### config.mk
export PLATFORM = sky130hd
export DESIGN_NAME = seven_seg_scan_capture
export DESIGN_NICKNAME = d
export VERILOG_FILES = /design/src/rtl/seven_seg_pkg.sv /design/src/rtl/seven_seg_glyph_decode.sv /design/src/rtl/seven_seg_scan_capture.sv
export SDC_FILE = /design/constraint.sdc
export NUM_CORES = 1
export LEC_CHECK = 0
export BUFFER_PORTS_ARGS = -buffer_cell sky130_fd_sc_hd__clkbuf_2
export CAP_MARGIN = 0
export CORE_ASPECT_RATIO = 1.75
export CORE_UTILIZATION = 50
export DETAILED_ROUTE_END_ITERATION = 6
export GPL_TIMING_DRIVEN = 0
export MAX_ROUTING_LAYER = met4
export PLACE_DENSITY = 0.7
export SYNTH_ARGS = -nofsm -noshare
export SYNTH_HDL_FRONTEND = slang
export SYNTH_SLANG_ARGS = --single-unit
### constraint.sdc
create_clock -name clk -period 3.2 [get_ports clk]
set_clock_uncertainty 0.15 [all_clocks]
set_input_delay 0.96 -clock clk [delete_from_list [all_inputs] [get_ports clk]]
set_output_delay 0.96 -clock clk [all_outputs]
set_load 0.01 [all_outputs]
### src/rtl/seven_seg_pkg.sv
// Shared constants for the seven-segment scan capture block and the display drivers.
package seven_seg_pkg;

    localparam int SEG_A  = 0;
    localparam int SEG_B  = 1;
    localparam int SEG_C  = 2;
    localparam int SEG_D  = 3;
    localparam int SEG_E  = 4;
    localparam int SEG_F  = 5;
    localparam int SEG_G  = 6;
    localparam int SEG_DP = 7;

    localparam logic [3:0] ANODE_D0    = 4'b1110;
    localparam logic [3:0] ANODE_D1    = 4'b1101;
    localparam logic [3:0] ANODE_D2    = 4'b1011;
    localparam logic [3:0] ANODE_D3    = 4'b0111;
    localparam logic [3:0] ANODE_BLANK = 4'b1111;

    // Active-low glyphs {dp,g,f,e,d,c,b,a} with the decimal point off.
    localparam logic [7:0] GLYPH_0 = 8'hC0;
    localparam logic [7:0] GLYPH_1 = 8'hF9;
    localparam logic [7:0] GLYPH_2 = 8'hA4;
    localparam logic [7:0] GLYPH_3 = 8'hB0;
    localparam logic [7:0] GLYPH_4 = 8'h99;
    localparam logic [7:0] GLYPH_5 = 8'h92;
    localparam logic [7:0] GLYPH_6 = 8'h82;
    localparam logic [7:0] GLYPH_7 = 8'hF8;
    localparam logic [7:0] GLYPH_8 = 8'h80;
    localparam logic [7:0] GLYPH_9 = 8'h90;
    localparam logic [7:0] GLYPH_A = 8'h88;
    localparam logic [7:0] GLYPH_B = 8'h83;
    localparam logic [7:0] GLYPH_C = 8'hC6;
    localparam logic [7:0] GLYPH_D = 8'hA1;
    localparam logic [7:0] GLYPH_E = 8'h86;
    localparam logic [7:0] GLYPH_F = 8'h8E;

    typedef enum logic {
        WAIT = 1'b0,
        HELD = 1'b1
    } filter_state_t;

    typedef struct packed {
        logic       legal;
        logic [1:0] idx;
    } anode_dec_t;

    function automatic anode_dec_t decode_anode(input logic [3:0] code);
        anode_dec_t d;
        case (code)
            ANODE_D0: d = '{legal: 1'b1, idx: 2'd0};
            ANODE_D1: d = '{legal: 1'b1, idx: 2'd1};
            ANODE_D2: d = '{legal: 1'b1, idx: 2'd2};
            ANODE_D3: d = '{legal: 1'b1, idx: 2'd3};
            default:  d = '{legal: 1'b0, idx: 2'd0};
        endcase
        return d;
    endfunction

endpackage

### src/rtl/seven_seg_glyph_decode.sv
// Combinational 7-segment glyph to hex nibble decoder.
// Present only when SEVEN_SEG_HEX_DECODE_EN is defined.
`ifdef SEVEN_SEG_HEX_DECODE_EN
module seven_seg_glyph_decode
    import seven_seg_pkg::*;
(
    input  logic [6:0] seg,
    output logic       ok,
    output logic [3:0] nibble
);

    logic [6:0] gfedcba_s;

    assign gfedcba_s = {seg[SEG_G], seg[SEG_F], seg[SEG_E], seg[SEG_D],
                        seg[SEG_C], seg[SEG_B], seg[SEG_A]};

    // Match against the shared glyph set; anything else is unrecognised.
    always_comb begin
        ok     = 1'b1;
        nibble = 4'h0;
        case (gfedcba_s)
            GLYPH_0[6:0]: nibble = 4'h0;
            GLYPH_1[6:0]: nibble = 4'h1;
            GLYPH_2[6:0]: nibble = 4'h2;
            GLYPH_3[6:0]: nibble = 4'h3;
            GLYPH_4[6:0]: nibble = 4'h4;
            GLYPH_5[6:0]: nibble = 4'h5;
            GLYPH_6[6:0]: nibble = 4'h6;
            GLYPH_7[6:0]: nibble = 4'h7;
            GLYPH_8[6:0]: nibble = 4'h8;
            GLYPH_9[6:0]: nibble = 4'h9;
            GLYPH_A[6:0]: nibble = 4'hA;
            GLYPH_B[6:0]: nibble = 4'hB;
            GLYPH_C[6:0]: nibble = 4'hC;
            GLYPH_D[6:0]: nibble = 4'hD;
            GLYPH_E[6:0]: nibble = 4'hE;
            GLYPH_F[6:0]: nibble = 4'hF;
            default: begin
                ok     = 1'b0;
                nibble = 4'h0;
            end
        endcase
    end

endmodule
`endif

### src/rtl/seven_seg_scan_capture.sv
// Rebuilds four digit patterns from a multiplexed seven-segment scan.
// SEVEN_SEG_HEX_DECODE_EN adds the hex_val/hex_ok glyph decode outputs.
module seven_seg_scan_capture
    import seven_seg_pkg::*;
#(
    parameter int SYNC_STAGES    = 2,
    parameter int STABLE_CYCLES  = 4,
    parameter int TIMEOUT_CYCLES = 65536
) (
    input  logic        clk,
    input  logic        rst_n,
    input  logic [7:0]  seg_in,
    input  logic [3:0]  anode_in,
    output logic [31:0] digits,
    output logic [3:0]  digit_valid,
    output logic        frame_done,
    output logic        anode_err,
    output logic        stale
`ifdef SEVEN_SEG_HEX_DECODE_EN
    ,
    output logic [15:0] hex_val,
    output logic [3:0]  hex_ok
`endif
);

    localparam int            TW           = $clog2(TIMEOUT_CYCLES + 1);
    localparam logic [TW-1:0] TIMEOUT_MAX  = TW'(TIMEOUT_CYCLES);
    localparam logic [TW-1:0] TIMEOUT_LAST = TW'(TIMEOUT_CYCLES - 1);
    localparam logic [7:0]    STABLE_MAX   = 8'(STABLE_CYCLES);

    logic [11:0]   sync_r [SYNC_STAGES];
    logic [11:0]   pair_s;
    logic [11:0]   prev_r;
    logic [3:0]    a_s;
    logic [7:0]    s_s;
    filter_state_t state_r;
    logic [7:0]    stab_cnt_r;
    logic [TW-1:0] tcnt_r;
    logic [3:0]    seen_r;
    logic [3:0]    seen_next_s;
    anode_dec_t    dec_s;
    logic          same_s;
    logic          accept_s;
    logic          legal_acc_s;
    logic          err_acc_s;
    logic          timeout_hit_s;

    // Synchroniser chain; idles high like the undriven active-low pins.
    always_ff @(posedge clk or negedge rst_n) begin
        if (!rst_n) begin
            for (int i = 0; i < SYNC_STAGES; i++) sync_r[i] <= 12'hFFF;
        end else begin
            sync_r[0] <= {anode_in, seg_in};
            for (int i = 1; i < SYNC_STAGES; i++) sync_r[i] <= sync_r[i-1];
        end
    end

    assign pair_s = sync_r[SYNC_STAGES-1];
    assign a_s    = pair_s[11:8];
    assign s_s    = pair_s[7:0];

    // Accept decision and its classification by anode code.
    always_comb begin
        dec_s       = decode_anode(a_s);
        same_s      = (pair_s == prev_r);
        seen_next_s = seen_r | ~a_s;
        if ((state_r == WAIT) && same_s && ((stab_cnt_r + 8'd1) == STABLE_MAX)) begin
            accept_s = 1'b1;
        end else begin
            accept_s = 1'b0;
        end
        legal_acc_s   = accept_s && dec_s.legal;
        err_acc_s     = accept_s && !dec_s.legal && (a_s != ANODE_BLANK);
        timeout_hit_s = !legal_acc_s && (tcnt_r == TIMEOUT_LAST);
    end

    // Stability filter: one accept per run of identical samples.
    always_ff @(posedge clk or negedge rst_n) begin
        if (!rst_n) begin
            state_r    <= WAIT;
            stab_cnt_r <= 8'd0;
            prev_r     <= 12'hFFF;
        end else begin
            prev_r <= pair_s;
            case (state_r)
                WAIT: begin
                    if (!same_s) begin
                        stab_cnt_r <= 8'd1;
                    end else begin
                        stab_cnt_r <= stab_cnt_r + 8'd1;
                        if (accept_s) state_r <= HELD;
                    end
                end
                HELD: begin
                    if (!same_s) begin
                        state_r    <= WAIT;
                        stab_cnt_r <= 8'd1;
                    end
                end
                default: begin
                    state_r    <= WAIT;
                    stab_cnt_r <= 8'd0;
                end
            endcase
        end
    end

    // Digit capture, frame tracking and the stale watchdog; a legal accept beats expiry.
    always_ff @(posedge clk or negedge rst_n) begin
        if (!rst_n) begin
            digits      <= 32'hFFFF_FFFF;
            digit_valid <= 4'h0;
            frame_done  <= 1'b0;
            anode_err   <= 1'b0;
            stale       <= 1'b0;
            seen_r      <= 4'h0;
            tcnt_r      <= '0;
        end else begin
            frame_done <= 1'b0;
            anode_err  <= err_acc_s;
            if (legal_acc_s) begin
                digits[{dec_s.idx, 3'b000} +: 8] <= s_s;
                digit_valid[dec_s.idx]           <= 1'b1;
                tcnt_r                           <= '0;
                stale                            <= 1'b0;
                if (seen_next_s == 4'hF) begin
                    frame_done <= 1'b1;
                    seen_r     <= 4'h0;
                end else begin
                    seen_r <= seen_next_s;
                end
            end else if (timeout_hit_s) begin
                tcnt_r      <= TIMEOUT_MAX;
                stale       <= 1'b1;
                digit_valid <= 4'h0;
                seen_r      <= 4'h0;
            end else if (tcnt_r != TIMEOUT_MAX) begin
                tcnt_r <= tcnt_r + TW'(1);
            end
        end
    end

`ifdef SEVEN_SEG_HEX_DECODE_EN
    logic       hex_hit_s;
    logic [3:0] hex_nib_s;

    seven_seg_glyph_decode u_glyph_decode (
        .seg    (s_s[6:0]),
        .ok     (hex_hit_s),
        .nibble (hex_nib_s)
    );

    // Decoded value is captured on the same edge as the raw pattern.
    always_ff @(posedge clk or negedge rst_n) begin
        if (!rst_n) begin
            hex_val <= 16'h0000;
            hex_ok  <= 4'h0;
        end else if (legal_acc_s) begin
            hex_val[{dec_s.idx, 2'b00} +: 4] <= hex_nib_s;
            hex_ok[dec_s.idx]                <= hex_hit_s;
        end else if (timeout_hit_s) begin
            hex_ok <= 4'h0;
        end
    end
`endif

endmodule

==> impl_metrics.ini <==
[synthesis]
synth_commonest_cells = dfstp_2 (68), inv_1 (45), nor2_1 (41)
synth_ff_type = dfstp_2
syn_area_mm2 = 0.00462
netlist_instances = 414
ys_seq_area_share_pct = 58.7
synth_edf_count = 0
yosys.area.top_type_share_pct = 38.7
synthArstFlopShare_pct = 100
synth_area_per_cell_um2 = 11.2
syn_nets = 439
synth-seq-cells = 105
yosysUniqueCellTypes = 44
yosysWarnings = 0
post-synth-top-area-cell = dfstp_2
synth.most_common_cell = dfstp_2
yosys-top-cells-area = dfstp_2 (39%), dfrtp_1 (20%), nand4_1 (5.1%)

[clock_network]
clock-sinks = 105
cts_tree = built
clock_latency_ns = 0.34
cts_setup_buffers = 0
path_clk_slew_ns = 0.07
cts_made_buffers = 9
root_buffer = clkbuf_16
h-tree-depth = 3
clock_path_buffers = 2

[sta]
setup_ws_ns = 0.283
slew_violations = 0
finalHoldViolations = 0
finalCritPeriodShare_pct = 91.2
max_freq_mhz = 343
timing.final.crit_period_ns = 2.92
grt_setup_unrepaired = false
maxSlewHeadroom_pct = 63.1
worstMarginPinSlew_ns = 0.552
setup_tns_ns = 0
finalSetupViolCount = 0

[floorplan]
design.core.area_mm2 = 0.00904
dieArea_mm2 = 0.00964
io_pins = 53
rows = 46
die_w_um = 74.7
start_util_pct = 51.1
die_y_um = 129

[pwr]
ir_drop_mv = 0.390
total_power_uw = 2480
p_leak_uw = 0.00221
powerDensity_mw_per_mm2 = 465

[global_route]
overflow = 0
grt_pass1_vias = 3165
antenna_found_initial = 0
grt_max_degree = 72
grt_use_total_pct = 21.5
grt_pass1_wl_mm = 14.9

[final_layout]
utilization_pct = 58.9
antenna_cells = 0
fin_nets = 503
synthToLayoutAreaGrowth_pct = 15.3
drive_gt1_share_pct = 33.5
nFillCells = 789

[placement]
preCtsSetupSlack_ns = 0.184
hpwl_mm = 6.28
io_buffers = 52
place_congestion = 0.801

[flow_run]
maxCapViolCount = 0

[setup_path]
worstSetupStartpointType = register
crit_arrival_ns = 2.97
reg2reg_to = seen_r[2]$_DFFE_PN0P_
cp_max_fo = 10
reg2reg_depth = 8
crit_type = register to register
crit_start = pair_s[11]$_DFF_PN1_
endpoint = seen_r[2]$_DFFE_PN0P_
r2r_start = pair_s[11]$_DFF_PN1_
rrSetupSlack_ns = 0.28
end_kind = register
worstPathRequired_ns = 3.26

[detailed_routing]
drt_first_pass_iters = 4
route.detailed.drc = 0
vias = 3098
ant_nets = 0
first_iter_violations = 106
detail_route.wl_per_cell_um = 14.8
via_per_inst = 5.14
routed_wl_mm = 8.93

[hold_path]
holdCritPathClass = register to register

[run_status]
status = finished clean
worst min-delay path by stage:
stage,start,endpoint,cells past startpoint
2_1_floorplan,sync_r[12]$_DFF_PN1_,pair_s[0]$_DFF_PN1_,0
3_3_place_gp,sync_r[13]$_DFF_PN1_,pair_s[1]$_DFF_PN1_,0
3_5_place_dp,sync_r[12]$_DFF_PN1_,pair_s[0]$_DFF_PN1_,0
4_1_cts,sync_r[15]$_DFF_PN1_,pair_s[3]$_DFF_PN1_,0
5_1_grt,sync_r[16]$_DFF_PN1_,pair_s[4]$_DFF_PN1_,0
6_report,sync_r[15]$_DFF_PN1_,pair_s[3]$_DFF_PN1_,0
stage by stage:
stage	area, µm²	instances	hold WS (ns)
floorplan	4620	414	0.195
global placement	5030	586	0.197
detailed placement	5060	587	0.197
CTS	5320	603	0.206
global route	5330	603	0.209
finish	5330	603	0.205
power breakdown:
| group | switching [µW] | internal [µW] |
|---|---|---|
| sequential | 19.9 | 1370 |
| clock | 463 | 526 |
| combinational | 68.2 | 30.1 |
flip-flops by register name, summed over array words and instances (netlist names):
register and count:
prev_r 12, state_r 1, digit_valid 4, anode_err 1, tcnt_r 17, frame_done 1, digits 32, stab_cnt_r 8
sync_r 12, seen_r 4, stale 1, pair_s 12
worst max-delay path, stage by stage, from the launching register on:
cell and delay [ns]:
dfstp_2 0.54, buf_6 0.13, xor2_1 0.12, nor4_1 0.41, nand3_1 0.19, buf_6 0.19, nor4_4 0.49, mux2i_1 0.40
o22ai_1 0.15
cells by family (layout without fill, tap and decap cells):
kind of cell,after synthesis,in the layout,synth area share [%]
muxes,2,2,0.434
adders and majority gates,11,11,2.98
DFF,105,105,58.7
buffers and inverters,66,135,6.96
xor gates and xnor gates,36,36,6.83
AOI/OAI and AO/OA,55,55,6.85
and+or+nand+nor,139,139,17.2
cells in the final DEF, fill, tap and decap left out, types with 4 or more instances in the layout:
cell type / n
dfstp_2: 68
clkbuf_2: 51
inv_1: 45
nor2_1: 41
nand4_1: 38
dfrtp_1: 37
o21ai_0: 31
xor2_1: 26
nand2_1: 14
ha_1: 11
xnor2_1: 10
nand3_1: 9
clkbuf_16: 9
clkbuf_1: 8
buf_6: 8
nor3_1: 5
nor4_1: 5
buf_2: 5
a21oi_1: 5
and3_1: 4
o22ai_1: 4
o21ai_1: 4
cell type report:
class / instances / area [µm²] / share of cell area [%]
repair buffers: 53 / 290 / 5.45
multi-input cells: 243 / 1590 / 29.8
well taps: 120 / 150 / 2.82
plain buffers: 21 / 153 / 2.87
inverters: 45 / 169 / 3.17
flip-flops and latches: 105 / 2710 / 50.9
clock inverters: 5 / 30.0 / 0.564
clock buffers: 11 / 233 / 4.37
routing by layer:
layer	share of wire, %	up-vias	GRT usage, %
li1	-	1521	-
met1	41	1503	25.1
met2	53	58	35.1
met3	3.0	16	4.04
met4	2.8	0	10.2
met5	0	-	-
what timing repair did:
action                                 CTS  global route
resized for setup                        0             1
setup endpoints to repair                0             8
hold buffers                             0             0
endpoints found under the hold margin    0             0
Power figures use the tool's default switching activity.
